==> config.mk <==
export PLATFORM = sky130hd
export DESIGN_NAME = draw_sprite
export DESIGN_NICKNAME = d
export VERILOG_FILES = /design/src/rtl/draw_sprite_pkg.sv /design/src/rtl/draw_sprite_motion.sv /design/src/rtl/draw_sprite.sv
export SDC_FILE = /design/constraint.sdc
export NUM_CORES = 1
export LEC_CHECK = 0
export CELL_PAD_IN_SITES_DETAIL_PLACEMENT = 0
export CELL_PAD_IN_SITES_GLOBAL_PLACEMENT = 1
export CORE_UTILIZATION = 40
export DETAILED_ROUTE_END_ITERATION = 8
export GPL_TIMING_DRIVEN = 0
export PLACE_DENSITY_LB_ADDON = 0.1
export SETUP_SLACK_MARGIN = 0.2
export SYNTH_ARGS = -nofsm -noshare
export SYNTH_HDL_FRONTEND = slang
export SYNTH_SLANG_ARGS = --single-unit
==> constraint.sdc <==
create_clock -name clk -period 2.9 [get_ports clk]
set_input_delay 0.58 -clock clk [delete_from_list [all_inputs] [get_ports clk]]
set_output_delay 0.58 -clock clk [all_outputs]
set_load 0.005 [all_outputs]
==> src/rtl/draw_sprite_pkg.sv <==
// Shared screen constants, movement bit indices and FSM state type for draw_sprite.
package draw_pkg;

    localparam int unsigned SCREEN_W = 160;
    localparam int unsigned SCREEN_H = 120;
    localparam int unsigned X_W      = 8;
    localparam int unsigned Y_W      = 7;
    localparam int unsigned COLOR_W  = 3;

    localparam int unsigned MV_UP = 0;
    localparam int unsigned MV_DN = 1;
    localparam int unsigned MV_LT = 2;
    localparam int unsigned MV_RT = 3;

    typedef enum logic [2:0] {
        S_IDLE,
        S_MOVE,
        S_FETCH,
        S_CAPTURE,
        S_FINISH,
        S_DONE
    } draw_state_t;

    // One axis of motion: step toward inc/dec, clamped to [0, lim]; opposing requests cancel.
    function automatic int unsigned step_axis(input int unsigned pos, input logic inc,
                                              input logic dec, input int unsigned lim,
                                              input int unsigned step);
        if (inc && !dec) begin
            return (pos + step > lim) ? lim : pos + step;
        end
        if (dec && !inc) begin
            return (pos >= step) ? pos - step : 0;
        end
        return pos;
    endfunction

endpackage

==> src/rtl/draw_sprite_motion.sv <==
// Combinational sprite step: moves the top-left corner by STEP, clamped so the sprite stays on screen.
module sprite_motion
    import draw_pkg::*;
#(
    parameter int unsigned STEP  = 1,
    parameter int unsigned SPR_W = 8,
    parameter int unsigned SPR_H = 8
) (
    input  logic [X_W-1:0] pos_x,
    input  logic [Y_W-1:0] pos_y,
    input  logic [3:0]     movement,
    output logic [X_W-1:0] nxt_x,
    output logic [Y_W-1:0] nxt_y
);

    localparam int unsigned X_MAX = SCREEN_W - SPR_W;
    localparam int unsigned Y_MAX = SCREEN_H - SPR_H;

    always_comb begin
        nxt_x = X_W'(step_axis(32'(pos_x), movement[MV_RT], movement[MV_LT], X_MAX, STEP));
        nxt_y = Y_W'(step_axis(32'(pos_y), movement[MV_DN], movement[MV_UP], Y_MAX, STEP));
    end

endmodule

==> src/rtl/draw_sprite.sv <==
// Sprite renderer: optional move, then one drawEn strobe per pixel with colour from a sync ROM.
// Define DRAW_SPRITE_TRANSPARENCY_EN to suppress strobes for ROM pixels equal to TRANSP in draw mode.
module draw_sprite
    import draw_pkg::*;
#(
    parameter int unsigned SPR_W    = 8,
    parameter int unsigned SPR_H    = 8,
    parameter int unsigned STEP     = 1,
    parameter int unsigned X_INIT   = 76,
    parameter int unsigned Y_INIT   = 29,
    parameter logic [2:0]  BG_COLOR = 3'b000,
    parameter logic [2:0]  TRANSP   = 3'b111
) (
    input  logic                              clk,
    input  logic                              reset,
    input  logic                              begin_draw,
    input  logic                              erase,
    input  logic [3:0]                        movement,
    output logic [$clog2(SPR_W*SPR_H)-1:0]    rom_addr,
    input  logic [COLOR_W-1:0]                rom_data,
    output logic [X_W-1:0]                    x,
    output logic [Y_W-1:0]                    y,
    output logic [COLOR_W-1:0]                color,
    output logic                              drawEn,
    output logic                              done,
    output logic [X_W-1:0]                    pos_x,
    output logic [Y_W-1:0]                    pos_y
);

    localparam int unsigned ADDR_W = $clog2(SPR_W * SPR_H);
    localparam int unsigned COL_W  = (SPR_W > 1) ? $clog2(SPR_W) : 1;
    localparam int unsigned ROW_W  = (SPR_H > 1) ? $clog2(SPR_H) : 1;

    draw_state_t        state_q, state_d;
    logic               req_q, req_d;
    logic               req_erase_q, req_erase_d;
    logic [3:0]         req_mv_q, req_mv_d;
    logic               erase_q, erase_d;
    logic [3:0]         mv_q, mv_d;
    logic [COL_W-1:0]   col_q, col_d;
    logic [ROW_W-1:0]   row_q, row_d;
    logic [X_W-1:0]     pos_x_q, pos_x_d, x_q, x_d, nxt_x;
    logic [Y_W-1:0]     pos_y_q, pos_y_d, y_q, y_d, nxt_y;
    logic [COLOR_W-1:0] color_q, color_d;
    logic               draw_en_q, draw_en_d;
    logic               done_q, done_d;
    logic               last_col, last_pix, skip_c;

    sprite_motion #(.STEP(STEP), .SPR_W(SPR_W), .SPR_H(SPR_H)) u_motion (
        .pos_x    (pos_x_q),
        .pos_y    (pos_y_q),
        .movement (mv_q),
        .nxt_x    (nxt_x),
        .nxt_y    (nxt_y)
    );

    assign last_col = (col_q == COL_W'(SPR_W - 1));
    assign last_pix = last_col && (row_q == ROW_W'(SPR_H - 1));
    assign rom_addr = ADDR_W'(row_q) * ADDR_W'(SPR_W) + ADDR_W'(col_q);

`ifdef DRAW_SPRITE_TRANSPARENCY_EN
    assign skip_c = !erase_q && (rom_data == TRANSP);
`else
    assign skip_c = 1'b0 && (rom_data == TRANSP);
`endif

    // Request is registered, so the frame starts the cycle after begin_draw is first sampled.
    assign req_d       = begin_draw;
    assign req_erase_d = erase;
    assign req_mv_d    = movement;

    always_ff @(posedge clk or posedge reset) begin
        if (reset) begin
            state_q <= S_IDLE;
        end else begin
            state_q <= state_d;
        end
    end

    always_comb begin
        state_d = state_q;
        case (state_q)
            S_IDLE:    if (req_q) state_d = S_MOVE;
            S_MOVE:    state_d = S_FETCH;
            S_FETCH:   state_d = S_CAPTURE;
            S_CAPTURE: state_d = last_pix ? S_FINISH : S_FETCH;
            S_FINISH:  state_d = S_DONE;
            S_DONE:    if (!begin_draw) state_d = S_IDLE;
            default:   state_d = S_IDLE;
        endcase
    end

    always_comb begin
        erase_d   = erase_q;
        mv_d      = mv_q;
        col_d     = col_q;
        row_d     = row_q;
        pos_x_d   = pos_x_q;
        pos_y_d   = pos_y_q;
        x_d       = x_q;
        y_d       = y_q;
        color_d   = color_q;
        draw_en_d = 1'b0;
        done_d    = (state_d == S_DONE);
        case (state_q)
            S_IDLE: begin
                if (req_q) begin
                    erase_d = req_erase_q;
                    mv_d    = req_mv_q;
                    col_d   = '0;
                    row_d   = '0;
                end
            end
            S_MOVE: begin
                if (!erase_q) begin
                    pos_x_d = nxt_x;
                    pos_y_d = nxt_y;
                end
            end
            S_CAPTURE: begin
                x_d       = pos_x_q + X_W'(col_q);
                y_d       = pos_y_q + Y_W'(row_q);
                color_d   = erase_q ? BG_COLOR : rom_data;
                draw_en_d = !skip_c;
                if (last_col) begin
                    col_d = '0;
                    row_d = last_pix ? '0 : row_q + ROW_W'(1);
                end else begin
                    col_d = col_q + COL_W'(1);
                end
            end
            default: ;
        endcase
    end

    always_ff @(posedge clk or posedge reset) begin
        if (reset) begin
            req_q       <= 1'b0;
            req_erase_q <= 1'b0;
            req_mv_q    <= '0;
            erase_q     <= 1'b0;
            mv_q        <= '0;
            col_q       <= '0;
            row_q       <= '0;
            pos_x_q     <= X_W'(X_INIT);
            pos_y_q     <= Y_W'(Y_INIT);
            x_q         <= '0;
            y_q         <= '0;
            color_q     <= '0;
            draw_en_q   <= 1'b0;
            done_q      <= 1'b0;
        end else begin
            req_q       <= req_d;
            req_erase_q <= req_erase_d;
            req_mv_q    <= req_mv_d;
            erase_q     <= erase_d;
            mv_q        <= mv_d;
            col_q       <= col_d;
            row_q       <= row_d;
            pos_x_q     <= pos_x_d;
            pos_y_q     <= pos_y_d;
            x_q         <= x_d;
            y_q         <= y_d;
            color_q     <= color_d;
            draw_en_q   <= draw_en_d;
            done_q      <= done_d;
        end
    end

    assign x      = x_q;
    assign y      = y_q;
    assign color  = color_q;
    assign drawEn = draw_en_q;
    assign done   = done_q;
    assign pos_x  = pos_x_q;
    assign pos_y  = pos_y_q;

endmodule

# Word level (Yosys, flattened, before mapping)
# Cells that the tools add are included.
# totals
reg_bits	55
input_bits	11
output_inout_bits	41
elab_cells	87
# classes
addsub	9
order_cmp	4
eq_ne	10
mux	30
bitwise	1
reduce_logical	18
# op_table
op	n
2-to-1 mux 8 bit	6
2-to-1 mux 7 bit	6
2-to-1 mux 3 bit	8
one-hot mux 3 bit (6 select lines)	1
== test 3 bit, second input constant	5
one-hot mux 3 bit (2 select lines)	2
adder 8 x 1 -> 9 bit, second input constant	1
greater-than comparator 9 x 8 -> 1 bit, second input constant	1
AND reduction 3 bit	3
adder 7 x 1 -> 8 bit, second input constant	1
adder 8 x 3 -> 8 bit	1
greater-or-equal comparator 8 x 1 -> 1 bit, second input constant	1
greater-than comparator 8 x 7 -> 1 bit, second input constant	1
subtractor 8 x 1 -> 8 bit, second input constant	1
adder 7 x 3 -> 7 bit	1
greater-or-equal comparator 7 x 1 -> 1 bit, second input constant	1
2-to-1 mux 1 bit	7
subtractor 7 x 1 -> 7 bit, second input constant	1
adder 3 x 1 -> 3 bit, second input constant	2
adder 6 x 3 -> 6 bit	1
== test 3 x 2 -> 1 bit, second input constant	2
nonzero test 2 bit	3
logical AND 1 bit	5
zero test 1 bit	4
other kinds (5)	7

# Depth between registers and ports, before layout
# Gate-level depths: netlist (run 1).
# logic_depth
depth_word	7
depth_mapped	9
ltp_nobuf	9

# Hierarchy
# A second synthesis (run 1) with hierarchy kept.
# hier_totals
cells_unflattened	381
hier_area_um2	3611.0
# by_module_without_submodules
module	n_inst	cells_per_inst	area_per_inst_um2	seq_area_each_um2
draw_sprite	1	196	2443.6	1385.1
sprite_motion	1	185	1167.4	0.0

# Worst setup path before layout (run 1)
# Ideal clock, no wire load.
# synth_timing
path_kind	register -> register
start	register pos_x_q[1] (netlist: pos_x[1])
end	register pos_x_q[4] (netlist: pos_x[4])
setup_time_ns	0.133
arrival_time_ns	1.922
required_ns	2.767
path_slack_ns	0.845
path_stages_with_launch	9
n_path_buf	0
synth_period_minus_slack_ns	2.055
cell_sequence	dfrtp_1 inv_1 ha_1 or3b_4 nor4_4 a21o_2 nor2_1 a222oi_1 a21oi_1
# synth_via
elab_chain_cells	7
elab_cells_between_ends	10
classes_between	add/sub: 2; order compare: 2; mux: 6
# synth_lines
item	line_no	source
from (decl)	draw_sprite.sv:42	logic [X_W-1:0] pos_x_q, pos_x_d, x_q, x_d, nxt_x;
from (signal assigned)	draw_sprite.sv:145	pos_x_q <= X_W'(X_INIT);
from (signal assigned)	draw_sprite.sv:160	pos_x_q <= pos_x_d;
adder 8 x 1 -> 9 bit	draw_sprite_pkg.sv:29	return (pos + step > lim) ? lim : pos + step;
greater-than comparator 9 x 8 -> 1 bit	draw_sprite_pkg.sv:29	
2-to-1 mux 8 bit	draw_sprite_pkg.sv:29	
2-to-1 mux 8 bit	draw_sprite_pkg.sv:28	if (inc && !dec) begin
2-to-1 mux 8 bit	draw_sprite_pkg.sv:31	if (dec && !inc) begin
2-to-1 mux 8 bit	draw_sprite_pkg.sv:34	return pos;
2-to-1 mux 8 bit *	draw_sprite_pkg.sv:31	
# Every way passes the cells marked *; elsewhere a longest branch is shown, timed or not. The select of a mux whose other input is x is not followed.
# A chain may end at the register's enable or synchronous reset.

# Worst setup path after layout (run 1)
# layout_timing
start	register pos_x_q[1] (netlist: pos_x[1])
end	register pos_x_q[5] (netlist: pos_x[5])
# The elaborated chain is that of the path after synthesis.

==> results of run 1 <==
-- layout make-up --
cell class	instances	area share, %
plain buffers	21	3.23
clock buffers	5	1.64
clock inverters	3	0.538
inverters	21	1.88
multi-input cells	281	43.8
flip-flops and latches	55	33.1
well taps	105	3.14
repair buffers	52	12.7
-- layer usage --
layer	wire (microns)	global-route usage (%)	vias to the layer above
met5	0	0	-
met4	57	4.42	0
met1	4270	29.5	1384
met2	3550	30.8	68
li1	-	-	1464
met3	329	3.06	5
-- metrics by stage --
| step | instance area [sq um] | instances | setup TNS [ps] | setup slack [ps] | hold WS [ps] |
|---|---|---|---|---|---|
| 3_3_place_gp | 4080 | 534 | -7160 | -154 | 437 |
| 6_report | 4190 | 543 | 0 | 428 | 460 |
| 5_1_grt | 4190 | 543 | 0 | 266 | 479 |
| 2_1_floorplan | 3430 | 378 | 0 | 845 | 426 |
| 3_5_place_dp | 4100 | 535 | 0 | 430 | 439 |
| 4_1_cts | 4190 | 543 | 0 | 405 | 464 |
-- report_power, final --
| group | switching [mW] | total (mW) | internal [mW] |
|---|---|---|---|
| Combinational | 0.0200 | 0.0389 | 0.0190 |
| Sequential | 0.00219 | 0.775 | 0.773 |
| Clock | 0.282 | 0.457 | 0.176 |
| Total | 0.304 | 1.27 | 0.968 |
-- Yosys cell counts, types with 4 or more instances --
master	number
nand2_1	50
dfrtp_1	48
o21ai_0	36
ha_1	22
a21oi_1	21
inv_1	20
nor2_1	20
nor3_1	12
clkbuf_1	10
nand3_1	8
xor2_1	8
dfstp_2	7
o21ai_1	7
xnor2_1	7
nor2b_1	6
nand2b_1	5
nand3b_1	5
o211ai_1	5
a21o_1	4
and3_1	4
buf_2	4
nor4_1	4
o31ai_1	4
-- sequential cells by signal, summed over array words and instances (netlist names), 4 cells and up --
register and flops:
pos_x 8, x 8, pos_y 7, y 7, mv_q 4, req_mv_q 4
-- final timing paths --
kind	start	to	slack, ps	cells past startpoint
max	pos_x[1]	pos_x[5]	430	8
min	req_mv_q[1]	mv_q[1]	460	2
max reg2reg	pos_x[1]	pos_x[5]	430	8
min reg2reg	req_mv_q[1]	mv_q[1]	460	2
max in group asynchronous	reset	pos_y[0]	1720	3
min in group asynchronous	reset	x[3]	570	2
-- worst max-delay path: cells and delay by family (launching register included) --
family / cells / cell delay (ps)
compound gates: 5 / 1020
flops: 1 / 590
simple gates: 2 / 460
fa+ha+maj: 1 / 270
-- kinds of logic after synthesis --
family / Yosys count / synth area share [%]
simple gates: 133 / 20.0
flops: 55 / 40.3
compound gates: 108 / 20.1
mux: 1 / 0.328
buf+inv: 42 / 6.23
xor+xnor: 15 / 3.83
fa+ha+maj: 24 / 9.18
-- what timing repair did --
action                                  CTS  global route
hold endpoints to repair                  0             0
gates resized for setup                   0             1
buffers inserted                          0             0
endpoints found under the setup margin    0             1
hold buffers                              0             0
==> results.toml, run 1 <==
[run_status]
outcome = "complete, no violations"

[grt]
grt.total_usage_pct = 20.0
grt_max_degree = 40
grt_first_pass_wirelength_microns = 14000
grt_antenna_before_repair = 0
grt_pass1_vias = 2816
gr-total-overflow = 0

[routing]
wl_microns = 8200
antenna_left = 0
vias = 2921
route.detailed.drc = 0
routed_via_density = 5.38
dr.pass1.iters = 4
detailedRoute.firstIterationViolations = 103
wire_per_inst_microns = 15.1

[setup_path]
critPathSlowestCell = "dfrtp_1"
critPathLaunchType = "flip-flop"
path_class = "reg2reg"
required_ps = 3080
worstPathCellList = "ha_1 > nor4bb_1 > a21o_1 > a221oi_1 > o31ai_1 > o21a_1 > nand2b_1 > o221ai_1"
critPathMaxStageDelay_ps = 590
crit_fanout = 10
worstPathArrival_ps = 2660
end_kind = "flip-flop"

[sta]
drv_slew = 0
hold_violations = 0
worst_slew_pin_slew_ps = 768
fmax_mhz = 405
relSlewSlack_pct = 48.3
setup_viol = 0
min_period_ps = 2470
finalCritPeriodShare_pct = 85.2
fin_skew_ps = 3.96
rsz0062_at_grt = "false"

[synthesis]
yosysWarnings = 0
synth_top_cell_by_area = "dfrtp_1"
synthTopCellsByArea = "dfrtp_1 (35%), ha_1 (8.0%), nand2_1 (5.5%)"
yosys.cell_types.count = 68
ys.flop_type = "dfrtp_1"
async_reset_ff_share_pct = 100
syn_inst = 378
yosysSeqAreaShare_pct = 40.3
synth_area_sq_um = 3430
ys_ff_latch = 55
synth_edf_count = 0
syn-num-nets = 413
synthesis.area_per_instance_sq_um = 9.08
synth_top_area_share_pct = 35.0

[clock_tree]
clockRootBuffer = "clkbuf_8"
htreeDepth = 2
cts_inserted_buffers = 5
insertion_delay_ps = 310
cts_max_path_buffers = 2
cts_tree = "done"
clk_pin_slew_worst_paths_ps = 110
clock-sinks = 55

[die]
core_sq_um = 8260
die_y_microns = 94.6
ios = 52
rows = 33
start_util_pct = 41.6
die_w_microns = 94.6
die_area_sq_um = 8960

[final_layout]
final_core_util_pct = 50.7
final_layout_size_suffix_gt1_share_pct = 9.59
fill_cells = 828
multi_input_area_sq_um = 1830
insertedDiodeCount = 0
final-seq-area_sq_um = 1390
final_cell_mix = "clkdlybuf4s50_1 (51), nand2_1 (50), dfrtp_1 (47), o21ai_0 (36), ha_1 (22)"
syn2layout_area_growth_pct = 22.0
final_common_cell = "clkdlybuf4s50_1"
final_nets = 472

[power_and_ir_drop]
peakVddDrop_uv = 193
leakage_nw = 1.75
power_mw = 1.27
power.density_cell_area_nw_per_um2 = 304

[flow_run]
cap_violations = 0

[place]
gp_congestion = 0.842
port_buffers = 51
dp_hpwl_microns = 6150

[hold_path]
min-delay-path-class = "reg2reg"
Power figures use the tool's default switching activity.
==> run 2, diff against run 1 <==
--- a/config.mk
+++ b/config.mk
@@ -12,6 +12,7 @@
 export GPL_TIMING_DRIVEN = 0
 export PLACE_DENSITY_LB_ADDON = 0.1
 export SETUP_SLACK_MARGIN = 0.2
+export SLEW_MARGIN = 20
 export SYNTH_ARGS = -nofsm -noshare
 export SYNTH_HDL_FRONTEND = slang
 export SYNTH_SLANG_ARGS = --single-unit
==> run 2 against run 1 <==
  * Clock power is 2% lower
  * Hold slack improved by 3.5 ps
  * Sequential power is essentially flat
  * First-iteration DRC count grew 1.9%
  * Fmax decreased by 0.43%
  * Via count hardly changed
  * Core utilization shrank 0.21 points
  * Critical path depth did not move
  * Critical endpoint is now pos_x[4]
  * Clock-buffer cell count stayed put
==> results.toml, run 2 (same netlist as run 1, synthesis figures left out) <==
[run_status]
outcome = "complete, no violations"

[sta]
finalCritPeriodShare_pct = 85.6
min_period_ps = 2480
fin_tns_setup_ps = 0
drv_slew = 0
worst_slew_pin_slew_ps = 758
rsz0062_at_grt = "false"
setup_viol = 0
hold_ws_ps = 464
relSlewSlack_pct = 49.0
fin_skew_ps = 8.08
hold_violations = 0
fmax_mhz = 403

[die]
die_area_sq_um = 8960
ios = 52
die_y_microns = 94.6
die_w_microns = 94.6
rows = 33
start_util_pct = 41.6
core_sq_um = 8260

[clock_tree]
htreeDepth = 2
clk_pin_slew_worst_paths_ps = 110
cts_tree = "done"
insertion_delay_ps = 310
cts_max_path_buffers = 2
clock-sinks = 55
cts_setup_buffers = 0
cts_hold_buf = 0
cts_inserted_buffers = 5
clockRootBuffer = "clkbuf_8"

[setup_path]
rr_endpoint = "pos_x[4]"
critPathCapture = "pos_x[4]"
reg2reg_depth = 8
required_ps = 3080
critPathLaunchType = "flip-flop"
timing.reg2reg.setup_slack_ps = 420
path_class = "reg2reg"
end_kind = "flip-flop"
critPathMaxStageDelay_ps = 540
critPathSlowestCell = "dfrtp_1"
crit_fanout = 10
crit_path_start = "pos_x[1]"
r2r-start = "pos_x[1]"
worstPathCellList = "inv_1 > ha_1 > or3b_4 > nor4_4 > a21o_2 > nor2_1 > a222oi_1 > a21oi_1"
worstPathArrival_ps = 2670

[final_layout]
final_nets = 471
final_common_cell = "clkdlybuf4s50_1"
final_cell_mix = "clkdlybuf4s50_1 (51), nand2_1 (50), dfrtp_1 (47), o21ai_0 (36), ha_1 (22)"
final_core_util_pct = 50.5
final_layout_size_suffix_gt1_share_pct = 9.38
fill_cells = 831
syn2layout_area_growth_pct = 21.5
insertedDiodeCount = 0

[grt]
grt_antenna_before_repair = 0
grt_first_pass_wirelength_microns = 13800
grt_max_degree = 56
grt.total_usage_pct = 19.8
gr-total-overflow = 0
grt_pass1_vias = 2756

[routing]
wire_per_inst_microns = 15.2
dr.pass1.iters = 5
antenna_left = 0
detailedRoute.firstIterationViolations = 105
routed_via_density = 5.39
wl_microns = 8230
route.detailed.drc = 0
vias = 2920

[hold_path]
min-delay-path-class = "reg2reg"

[place]
port_buffers = 51
gp_congestion = 0.842
dp_hpwl_microns = 6070

[power_and_ir_drop]
leakage_nw = 1.74
peakVddDrop_uv = 220
power.density_cell_area_nw_per_um2 = 302

[flow_run]
cap_violations = 0
## run 2: per-stage QoR
step	power, mW	instance area [sq um]	cells	worst slack (ps)
finish	1.26	4170	542	418
CTS	1.28	4170	542	407
global placement	0.826	4080	534	-154
detailed placement	0.828	4080	534	430
global route	1.31	4170	542	238
floorplan	0.803	3430	378	845
## run 2: how the worst min path moves through the flow
| stage | start | endpoint | slack [ps] | cells after the start |
|---|---|---|---|---|
| 2_1_floorplan | req_mv_q[0] | mv_q[0] | 430 | 2 |
| 3_3_place_gp | req_mv_q[1] | mv_q[1] | 440 | 2 |
| 3_5_place_dp | req_mv_q[1] | mv_q[1] | 440 | 2 |
| 4_1_cts | req_mv_q[1] | mv_q[1] | 460 | 2 |
| 5_1_grt | req_mv_q[1] | mv_q[1] | 480 | 2 |
| 6_report | req_mv_q[1] | mv_q[1] | 460 | 2 |
## run 2: critical path: cells and delay by family, from the launching register on
family | cells | cell delay (ps)
fa+ha+maj | 1 | 220
flops | 1 | 540
compound gates | 3 | 660
simple gates | 3 | 690
buf+inv | 1 | 240
## run 2: report_power, final
| part | switching (mW) | total [mW] | internal, mW |
|---|---|---|---|
| sequential | 0.00228 | 0.776 | 0.773 |
| clock | 0.273 | 0.447 | 0.174 |
| combinational | 0.0191 | 0.0355 | 0.0164 |
## run 2: layer usage
metal	global-route usage [%]	part of all wire, %
met2	30.2	45
met1	29.8	51
met3	2.42	3.9
met4	4.42	0.41
met5	0	0
## run 2: layout make-up
type / count / area, sq um / share of cell area (%)
Buffer: 21 / 135 / 3.24
Clock buffer: 5 / 68.8 / 1.65
Clock inverter: 3 / 22.5 / 0.540
Inverter: 21 / 81.3 / 1.95
Multi-Input combinational cell: 281 / 1830 / 44.0
Sequential cell: 55 / 1390 / 33.2
Tap cell: 105 / 131 / 3.15
Timing Repair Buffer: 51 / 510 / 12.2
## run 2: timing repair
| item | 4_1_cts | 5_1_grt |
|---|---|---|
| setup endpoints to repair | 0 | 1 |
| resized for setup | 0 | 1 |
| endpoints found under the hold margin | 0 | 0 |
